$ cat config.mk
export PLATFORM = sky130hd
export DESIGN_NAME = vtg_axis_source_flat
export DESIGN_NICKNAME = d
export VERILOG_FILES = /design/src/rtl/vtg_axis_source_if.sv /design/src/rtl/vtg_axis_source.sv /design/src/flat_wrapper.sv
export SDC_FILE = /design/constraint.sdc
export NUM_CORES = 1
export LEC_CHECK = 0
export CORE_AREA = 3 3 118 120
export CTS_BUF_LIST = sky130_fd_sc_hd__clkbuf_2 sky130_fd_sc_hd__clkbuf_4 sky130_fd_sc_hd__clkbuf_8
export CTS_CLUSTER_DIAMETER = 30
export CTS_CLUSTER_SIZE = 10
export DETAILED_ROUTE_END_ITERATION = 8
export DIE_AREA = 0 0 121 123
export PLACE_DENSITY = 0.51
export SYNTH_ARGS = -nofsm -noshare
export SYNTH_HDL_FRONTEND = slang
export SYNTH_SLANG_ARGS = --single-unit
$ cat constraint.sdc
create_clock -name pixel_clk -period 3 [get_ports pixel_clk]
set_clock_uncertainty 0.05 [all_clocks]
set_input_delay 0.6 -clock pixel_clk [delete_from_list [all_inputs] [get_ports pixel_clk]]
set_output_delay 0.6 -clock pixel_clk [all_outputs]
set_load 0.02 [all_outputs]
$ cat src/rtl/vtg_axis_source_if.sv
// rtl/vtg_axis_source_if.sv - AXI4-Stream video bus between the timing generator and its sink
interface vtg_axis_source_if #(
  parameter int DATA_W = 24
);
  logic [DATA_W-1:0] tdata;
  logic              tvalid;
  logic              tready;
  logic              tuser;
  logic              tlast;

  modport master (output tdata, tvalid, tuser, tlast, input tready);
  modport slave  (input tdata, tvalid, tuser, tlast, output tready);
endinterface

$ cat src/rtl/vtg_axis_source.sv
// rtl/vtg_axis_source.sv - parametrised video timing generator with frame-locked AXI4-Stream master
// Optional internal test patterns selected by defining TEST_PATTERN_EN.
module vtg_axis_source #(
  parameter int H_VISIBLE = 640,
  parameter int H_FP      = 16,
  parameter int H_SYNC    = 96,
  parameter int H_BP      = 48,
  parameter int V_VISIBLE = 480,
  parameter int V_FP      = 10,
  parameter int V_SYNC    = 2,
  parameter int V_BP      = 33,
  parameter int HSYNC_POL = 1,
  parameter int VSYNC_POL = 1,
  parameter int DATA_W    = 24,
  parameter int COORD_W   = 10
) (
  input  logic               pixel_clk,
  input  logic               reset,
  output logic               hsync,
  output logic               vsync,
  output logic               video_on,
  output logic [COORD_W-1:0] pixel_x,
  output logic [COORD_W-1:0] pixel_y,
  output logic               frame_start,
  output logic [COORD_W-1:0] pix_x,
  output logic [COORD_W-1:0] pix_y,
  input  logic [DATA_W-1:0]  pix_data,
  input  logic [1:0]         pattern_sel,
  vtg_axis_source_if.master  axis,
  output logic               frame_overrun,
  output logic [7:0]         overrun_count
);
  localparam int H_MAX = H_VISIBLE + H_FP + H_SYNC + H_BP;
  localparam int V_MAX = V_VISIBLE + V_FP + V_SYNC + V_BP;

  localparam logic [COORD_W-1:0] H_LAST   = COORD_W'(H_MAX - 1);
  localparam logic [COORD_W-1:0] V_LAST   = COORD_W'(V_MAX - 1);
  localparam logic [COORD_W-1:0] H_ACT    = COORD_W'(H_VISIBLE);
  localparam logic [COORD_W-1:0] V_ACT    = COORD_W'(V_VISIBLE);
  localparam logic [COORD_W-1:0] HS_START = COORD_W'(H_VISIBLE + H_FP);
  localparam logic [COORD_W-1:0] HS_END   = COORD_W'(H_VISIBLE + H_FP + H_SYNC - 1);
  localparam logic [COORD_W-1:0] VS_START = COORD_W'(V_VISIBLE + V_FP);
  localparam logic [COORD_W-1:0] VS_END   = COORD_W'(V_VISIBLE + V_FP + V_SYNC - 1);
  localparam logic [COORD_W-1:0] SX_LAST  = COORD_W'(H_VISIBLE - 1);
  localparam logic [COORD_W-1:0] SY_LAST  = COORD_W'(V_VISIBLE - 1);

  logic [COORD_W-1:0] x_nxt;
  logic [COORD_W-1:0] y_nxt;
  logic               hs_act;
  logic               vs_act;
  logic               von_q;

  always_comb begin
    x_nxt = pixel_x + 1'b1;
    y_nxt = pixel_y;
    if (pixel_x == H_LAST) begin
      x_nxt = '0;
      y_nxt = (pixel_y == V_LAST) ? '0 : pixel_y + 1'b1;
    end
  end

  // Timing flags are computed from the next position so they line up with the counters.
  always_ff @(posedge pixel_clk) begin
    if (reset) begin
      pixel_x     <= '0;
      pixel_y     <= '0;
      hs_act      <= 1'b0;
      vs_act      <= 1'b0;
      von_q       <= 1'b1;
      frame_start <= 1'b1;
    end else begin
      pixel_x     <= x_nxt;
      pixel_y     <= y_nxt;
      hs_act      <= (x_nxt >= HS_START) && (x_nxt <= HS_END);
      vs_act      <= (y_nxt >= VS_START) && (y_nxt <= VS_END);
      von_q       <= (x_nxt < H_ACT) && (y_nxt < V_ACT);
      frame_start <= (x_nxt == '0) && (y_nxt == '0);
    end
  end

  assign hsync    = (HSYNC_POL != 0) ? hs_act : ~hs_act;
  assign vsync    = (VSYNC_POL != 0) ? vs_act : ~vs_act;
  assign video_on = von_q & ~reset;

  typedef enum logic {IDLE, STREAM} state_t;

  state_t             state, state_n;
  logic [COORD_W-1:0] sx, sy, sx_n, sy_n;
  logic [DATA_W-1:0]  tdata_n;
  logic               tvalid_n, tuser_n, tlast_n, ovr_n;
  logic [7:0]         cnt_n;
  logic [DATA_W-1:0]  beat_data;

  assign pix_x = sx;
  assign pix_y = sy;

`ifdef TEST_PATTERN_EN
  localparam int CW    = DATA_W / 3;
  localparam int BAR_W = (H_VISIBLE / 8 > 0) ? H_VISIBLE / 8 : 1;

  logic [31:0]   bar_i;
  logic [2:0]    bar;
  logic [CW-1:0] r, g, b, ramp;

  // Bar order white, yellow, cyan, green, magenta, red, blue, black maps onto the index bits.
  always_comb begin
    bar_i = 32'(sx) / 32'(BAR_W);
    bar   = (bar_i > 32'd7) ? 3'd7 : bar_i[2:0];
    r     = {CW{~bar[1]}};
    g     = {CW{~bar[2]}};
    b     = {CW{~bar[0]}};
    ramp  = CW'(sx);
    case (pattern_sel)
      2'd0:    beat_data = pix_data;
      2'd1:    beat_data = DATA_W'({r, g, b});
      2'd2:    beat_data = DATA_W'({ramp, ramp, ramp});
      default: beat_data = '0;
    endcase
  end
`else
  logic unused_pattern_sel;
  assign unused_pattern_sel = ^pattern_sel;
  assign beat_data          = pix_data;
`endif

  always_comb begin
    state_n  = state;
    sx_n     = sx;
    sy_n     = sy;
    tvalid_n = axis.tvalid;
    tdata_n  = axis.tdata;
    tuser_n  = axis.tuser;
    tlast_n  = axis.tlast;
    ovr_n    = 1'b0;
    cnt_n    = overrun_count;
    if (axis.tvalid && axis.tready) begin
      tvalid_n = 1'b0;
    end
    case (state)
      IDLE: begin
        if (frame_start) begin
          state_n = STREAM;
          sx_n    = '0;
          sy_n    = '0;
        end
      end
      STREAM: begin
        if (frame_start) begin
          ovr_n = 1'b1;
          if (overrun_count != 8'hFF) begin
            cnt_n = overrun_count + 8'd1;
          end
        end
        if (!axis.tvalid || axis.tready) begin
          tvalid_n = 1'b1;
          tdata_n  = beat_data;
          tuser_n  = (sx == '0) && (sy == '0);
          tlast_n  = (sx == SX_LAST);
          if (sx == SX_LAST) begin
            sx_n = '0;
            if (sy == SY_LAST) begin
              sy_n    = '0;
              state_n = IDLE;
            end else begin
              sy_n = sy + 1'b1;
            end
          end else begin
            sx_n = sx + 1'b1;
          end
        end
      end
      default: state_n = IDLE;
    endcase
  end

  always_ff @(posedge pixel_clk) begin
    if (reset) begin
      state         <= IDLE;
      sx            <= '0;
      sy            <= '0;
      axis.tvalid   <= 1'b0;
      axis.tdata    <= '0;
      axis.tuser    <= 1'b0;
      axis.tlast    <= 1'b0;
      frame_overrun <= 1'b0;
      overrun_count <= 8'd0;
    end else begin
      state         <= state_n;
      sx            <= sx_n;
      sy            <= sy_n;
      axis.tvalid   <= tvalid_n;
      axis.tdata    <= tdata_n;
      axis.tuser    <= tuser_n;
      axis.tlast    <= tlast_n;
      frame_overrun <= ovr_n;
      overrun_count <= cnt_n;
    end
  end
endmodule

$ cat src/flat_wrapper.sv
// flat-port wrapper written by rule: the top's interface ports become plain ports
module vtg_axis_source_flat 
#(
  parameter int H_VISIBLE = 640,
  parameter int H_FP      = 16,
  parameter int H_SYNC    = 96,
  parameter int H_BP      = 48,
  parameter int V_VISIBLE = 480,
  parameter int V_FP      = 10,
  parameter int V_SYNC    = 2,
  parameter int V_BP      = 33,
  parameter int HSYNC_POL = 1,
  parameter int VSYNC_POL = 1,
  parameter int DATA_W    = 24,
  parameter int COORD_W   = 10
)
  (pixel_clk, reset, hsync, vsync, video_on, pixel_x, pixel_y, frame_start, pix_x, pix_y, pix_data, pattern_sel, frame_overrun, overrun_count, axis_tdata, axis_tvalid, axis_tuser, axis_tlast, axis_tready);
  vtg_axis_source_if #(.DATA_W(DATA_W)) axis_i ();
  input  logic pixel_clk;
  input  logic reset;
  output logic hsync;
  output logic vsync;
  output logic video_on;
  output logic [COORD_W-1:0] pixel_x;
  output logic [COORD_W-1:0] pixel_y;
  output logic frame_start;
  output logic [COORD_W-1:0] pix_x;
  output logic [COORD_W-1:0] pix_y;
  input  logic [DATA_W-1:0] pix_data;
  input  logic [1:0] pattern_sel;
  output logic frame_overrun;
  output logic [7:0] overrun_count;
  output wire logic [$bits(axis_i.tdata)-1:0] axis_tdata;
  output wire logic [$bits(axis_i.tvalid)-1:0] axis_tvalid;
  output wire logic [$bits(axis_i.tuser)-1:0] axis_tuser;
  output wire logic [$bits(axis_i.tlast)-1:0] axis_tlast;
  input wire logic [$bits(axis_i.tready)-1:0] axis_tready;
  assign axis_tdata = axis_i.tdata;
  assign axis_tvalid = axis_i.tvalid;
  assign axis_tuser = axis_i.tuser;
  assign axis_tlast = axis_i.tlast;
  assign axis_i.tready = axis_tready;
  vtg_axis_source #(.H_VISIBLE(H_VISIBLE), .H_FP(H_FP), .H_SYNC(H_SYNC), .H_BP(H_BP), .V_VISIBLE(V_VISIBLE), .V_FP(V_FP), .V_SYNC(V_SYNC), .V_BP(V_BP), .HSYNC_POL(HSYNC_POL), .VSYNC_POL(VSYNC_POL), .DATA_W(DATA_W), .COORD_W(COORD_W)) u_core (.pixel_clk(pixel_clk), .reset(reset), .hsync(hsync), .vsync(vsync), .video_on(video_on), .pixel_x(pixel_x), .pixel_y(pixel_y), .frame_start(frame_start), .pix_x(pix_x), .pix_y(pix_y), .pix_data(pix_data), .pattern_sel(pattern_sel), .axis(axis_i), .frame_overrun(frame_overrun), .overrun_count(overrun_count));
endmodule
==> out/results.ini <==
[floorplan]
initial_core_util_pct = 28.79
die_x_um = 121
dieArea_um2 = 14880
die_y_um = 123
core_um2 = 13090
rows = 42
pin_count = 109

[place]
pre_cts_ws_ns = 0.1786
dp_hpwl_mm = 7.639
place_area_um2 = 5049
port_buffers = 106
gp_congestion = 0.8291

[clocking]
numCtsBuffers = 9
h-tree-depth = 3
cts_tree = built
cts_root_buffer = clkbuf_8
numClockSinks = 81
postCtsSetupBuffers = 0
ctsHoldBuffers = 0
clk_pin_slew_ns = 0.09
clk_latency_ns = 0.37
cts.path.max_buffers = 2

[status]
status = finished clean

[timing]
finalCriticalPeriod_ns = 2.795
tightest_slew_ns = 0.7379
final_max_slew_viol_count = 0
hold_violations = 0
fmax_mhz = 357.8
fin_setup_tns_ns = 0
finalSetupViolCount = 0
relSlewSlack_pct = 50.81
fin_crit_sh_pct = 93.16
fin_ws_ns = 0.2052
rsz0062_at_grt = false

[cells_and_area]
layout-drive-gt1-share_pct = 7.254
area_growth_pct = 39.59
final_cell_mix = 105 x clkdlybuf4s50_1, 81 x dfxtp_1, 80 x nand2_1
final_design_area_no_fill_um2 = 5259
final_common_cell = clkdlybuf4s50_1
fill_cells = 1349
multi_input_area_um2 = 2011
antenna_cells = 0
ff_latch_area_um2 = 1622
nNetsFinal = 612

[setup_path]
arrival_ns = 3.06
cp_slowest_cell = or4_1
crit_type = reg -> reg
crit_chain = ha_2, nand4_4, or4_1, or4_4, a211oi_2, nand2_1, and4bb_2
crit_family = simple AND/OR/NAND/NOR gates
cp-end-kind = flip-flop
max_stage_delay_ns = 0.63
start_kind = flip-flop
crit_buf_inv = 0
cp.required_ns = 3.27
path_max_fanout = 7

[power_and_ir_drop]
finalPower_mw = 2.317
p_per_area_nw_per_um2 = 440.6
p_leak_nw = 1.844
ir_drop_mv = 0.2056

[synth]
ys_seq_elements = 81
synthArstFlopShare_pct = 0
avgSynthCellArea_um2 = 8.050
yosysWarnings = 0
yosysUniqueCellTypes = 49
synth_cells = 468
synth_edf_count = 0
ys.flop_type = dfxtp_1
synthesis.area_um2 = 3767
synth_nets = 506
ys_seq_area_share_pct = 43.04

[grt]
grt_antenna_before_repair = 0
grtUsageMet1_pct = 18.15
grt_most_used_layer = met2
met3_usage_pct = 3.202
grt_pass1_vias = 3312
grt_pass1_wl_mm = 17.05
track_usage_pct = 14.36
grt_overflow = 0
grt_max_degree = 66
grt_use_met2_pct = 23.55

[hold_path]
hp-class = reg -> reg

[detailed_routing]
routedWlPerCell_um = 14.18
first_pass_iters = 5
drc = 0
vias_per_cell = 4.752
ant_nets = 0
drtIter0Drc = 160
routed_wl_mm = 10.71
num_vias = 3588

[flow_run]
drv_cap = 0

## metrics by stage
stage | hold WS [ns] | instances | util (%)
2_1_floorplan | 0.4845 | 468 | -
3_3_place_gp | 0.3911 | 739 | 38.58
3_5_place_dp | 0.3965 | 739 | 38.58
4_1_cts | 0.4095 | 755 | 40.17
5_1_grt | 0.4219 | 755 | 40.19
6_report | 0.4060 | 755 | 40.19
## cell usage after synthesis (7+ instances only)
cell type,n,area [µm²]
and3_1,7,43.79
nor3_1,16,80.08
xor2_1,14,122.6
nor2_1,53,198.9
nand2_1,80,300.3
xnor2_1,16,140.1
ha_1,9,112.6
a21oi_1,40,200.2
dfxtp_1,81,1622
inv_1,12,45.04
nand4_1,9,56.30
o21ai_0,11,55.05
nor4_1,12,75.07
clkbuf_1,21,78.83
nand3_1,22,110.1
## power breakdown
group	internal (mW)	switching (mW)	total (mW)
clock network	0.423	0.429	0.852
logic	0.146	0.172	0.318
registers	1.11	0.0327	1.15
## worst reg2reg max path, stage by stage, from the launching register on
cell and delay, ns:
dfxtp_1 0.42, ha_2 0.28, nand4_4 0.16, or4_1 0.64, or4_4 0.57, a211oi_2 0.28, nand2_1 0.08, and4bb_2 0.28
## cell families (layout without fill, tap and decap cells)
family	Yosys count	after routing	synth area share (%)
and+or+nand+nor	232	232	30.36
DFF	81	81	43.04
AOI/OAI and AO/OA	78	78	12.45
buffers and inverters	36	147	3.653
xor gates and xnor gates	30	30	6.974
adders and majority gates	9	9	2.989
muxes	2	2	0.5314
## layer usage
metal / vias up / wire (µm)
li1: 1839 / -
met1: 1666 / 4903
met2: 71 / 5193
met3: 12 / 412
met4: 0 / 198
met5: - / 0
## layout make-up
class,instances,share of cell area (%)
inverters,12,0.8565
well taps,176,4.187
repair buffers,119,21.94
clock buffers,11,2.760
multi-input cells,351,38.23
flip-flops and latches,81,30.84
clock inverters,5,1.190
## worst paths after layout
| path | from | to | slack, ns | cells past startpoint |
|---|---|---|---|---|
| worst min register to register | u_core.axis.tdata[9] | u_core.axis.tdata[9] | 0.41 | 2 |
| worst min-delay path | u_core.axis.tdata[9] | u_core.axis.tdata[9] | 0.41 | 2 |
| worst max-delay path | u_core.pixel_x[0] | u_core.vsync | 0.21 | 7 |
| worst max register to register | u_core.pixel_x[0] | u_core.vsync | 0.21 | 7 |
## registers in the layout, indices dropped and copies added, names as in the netlist, 8 cells and up
signal and count:
u_core.pix_x 10, u_core.pixel_y 10, u_core.overrun_count 8, u_core.axis.tdata 24
u_core.pixel_x 10, u_core.pix_y 10
## what timing repair did
action | in CTS | in global routing
resized for setup | 0 | 1
endpoints found under the hold margin | 0 | 0
setup endpoints to repair | 0 | 1
Power figures use the tool's default switching activity.
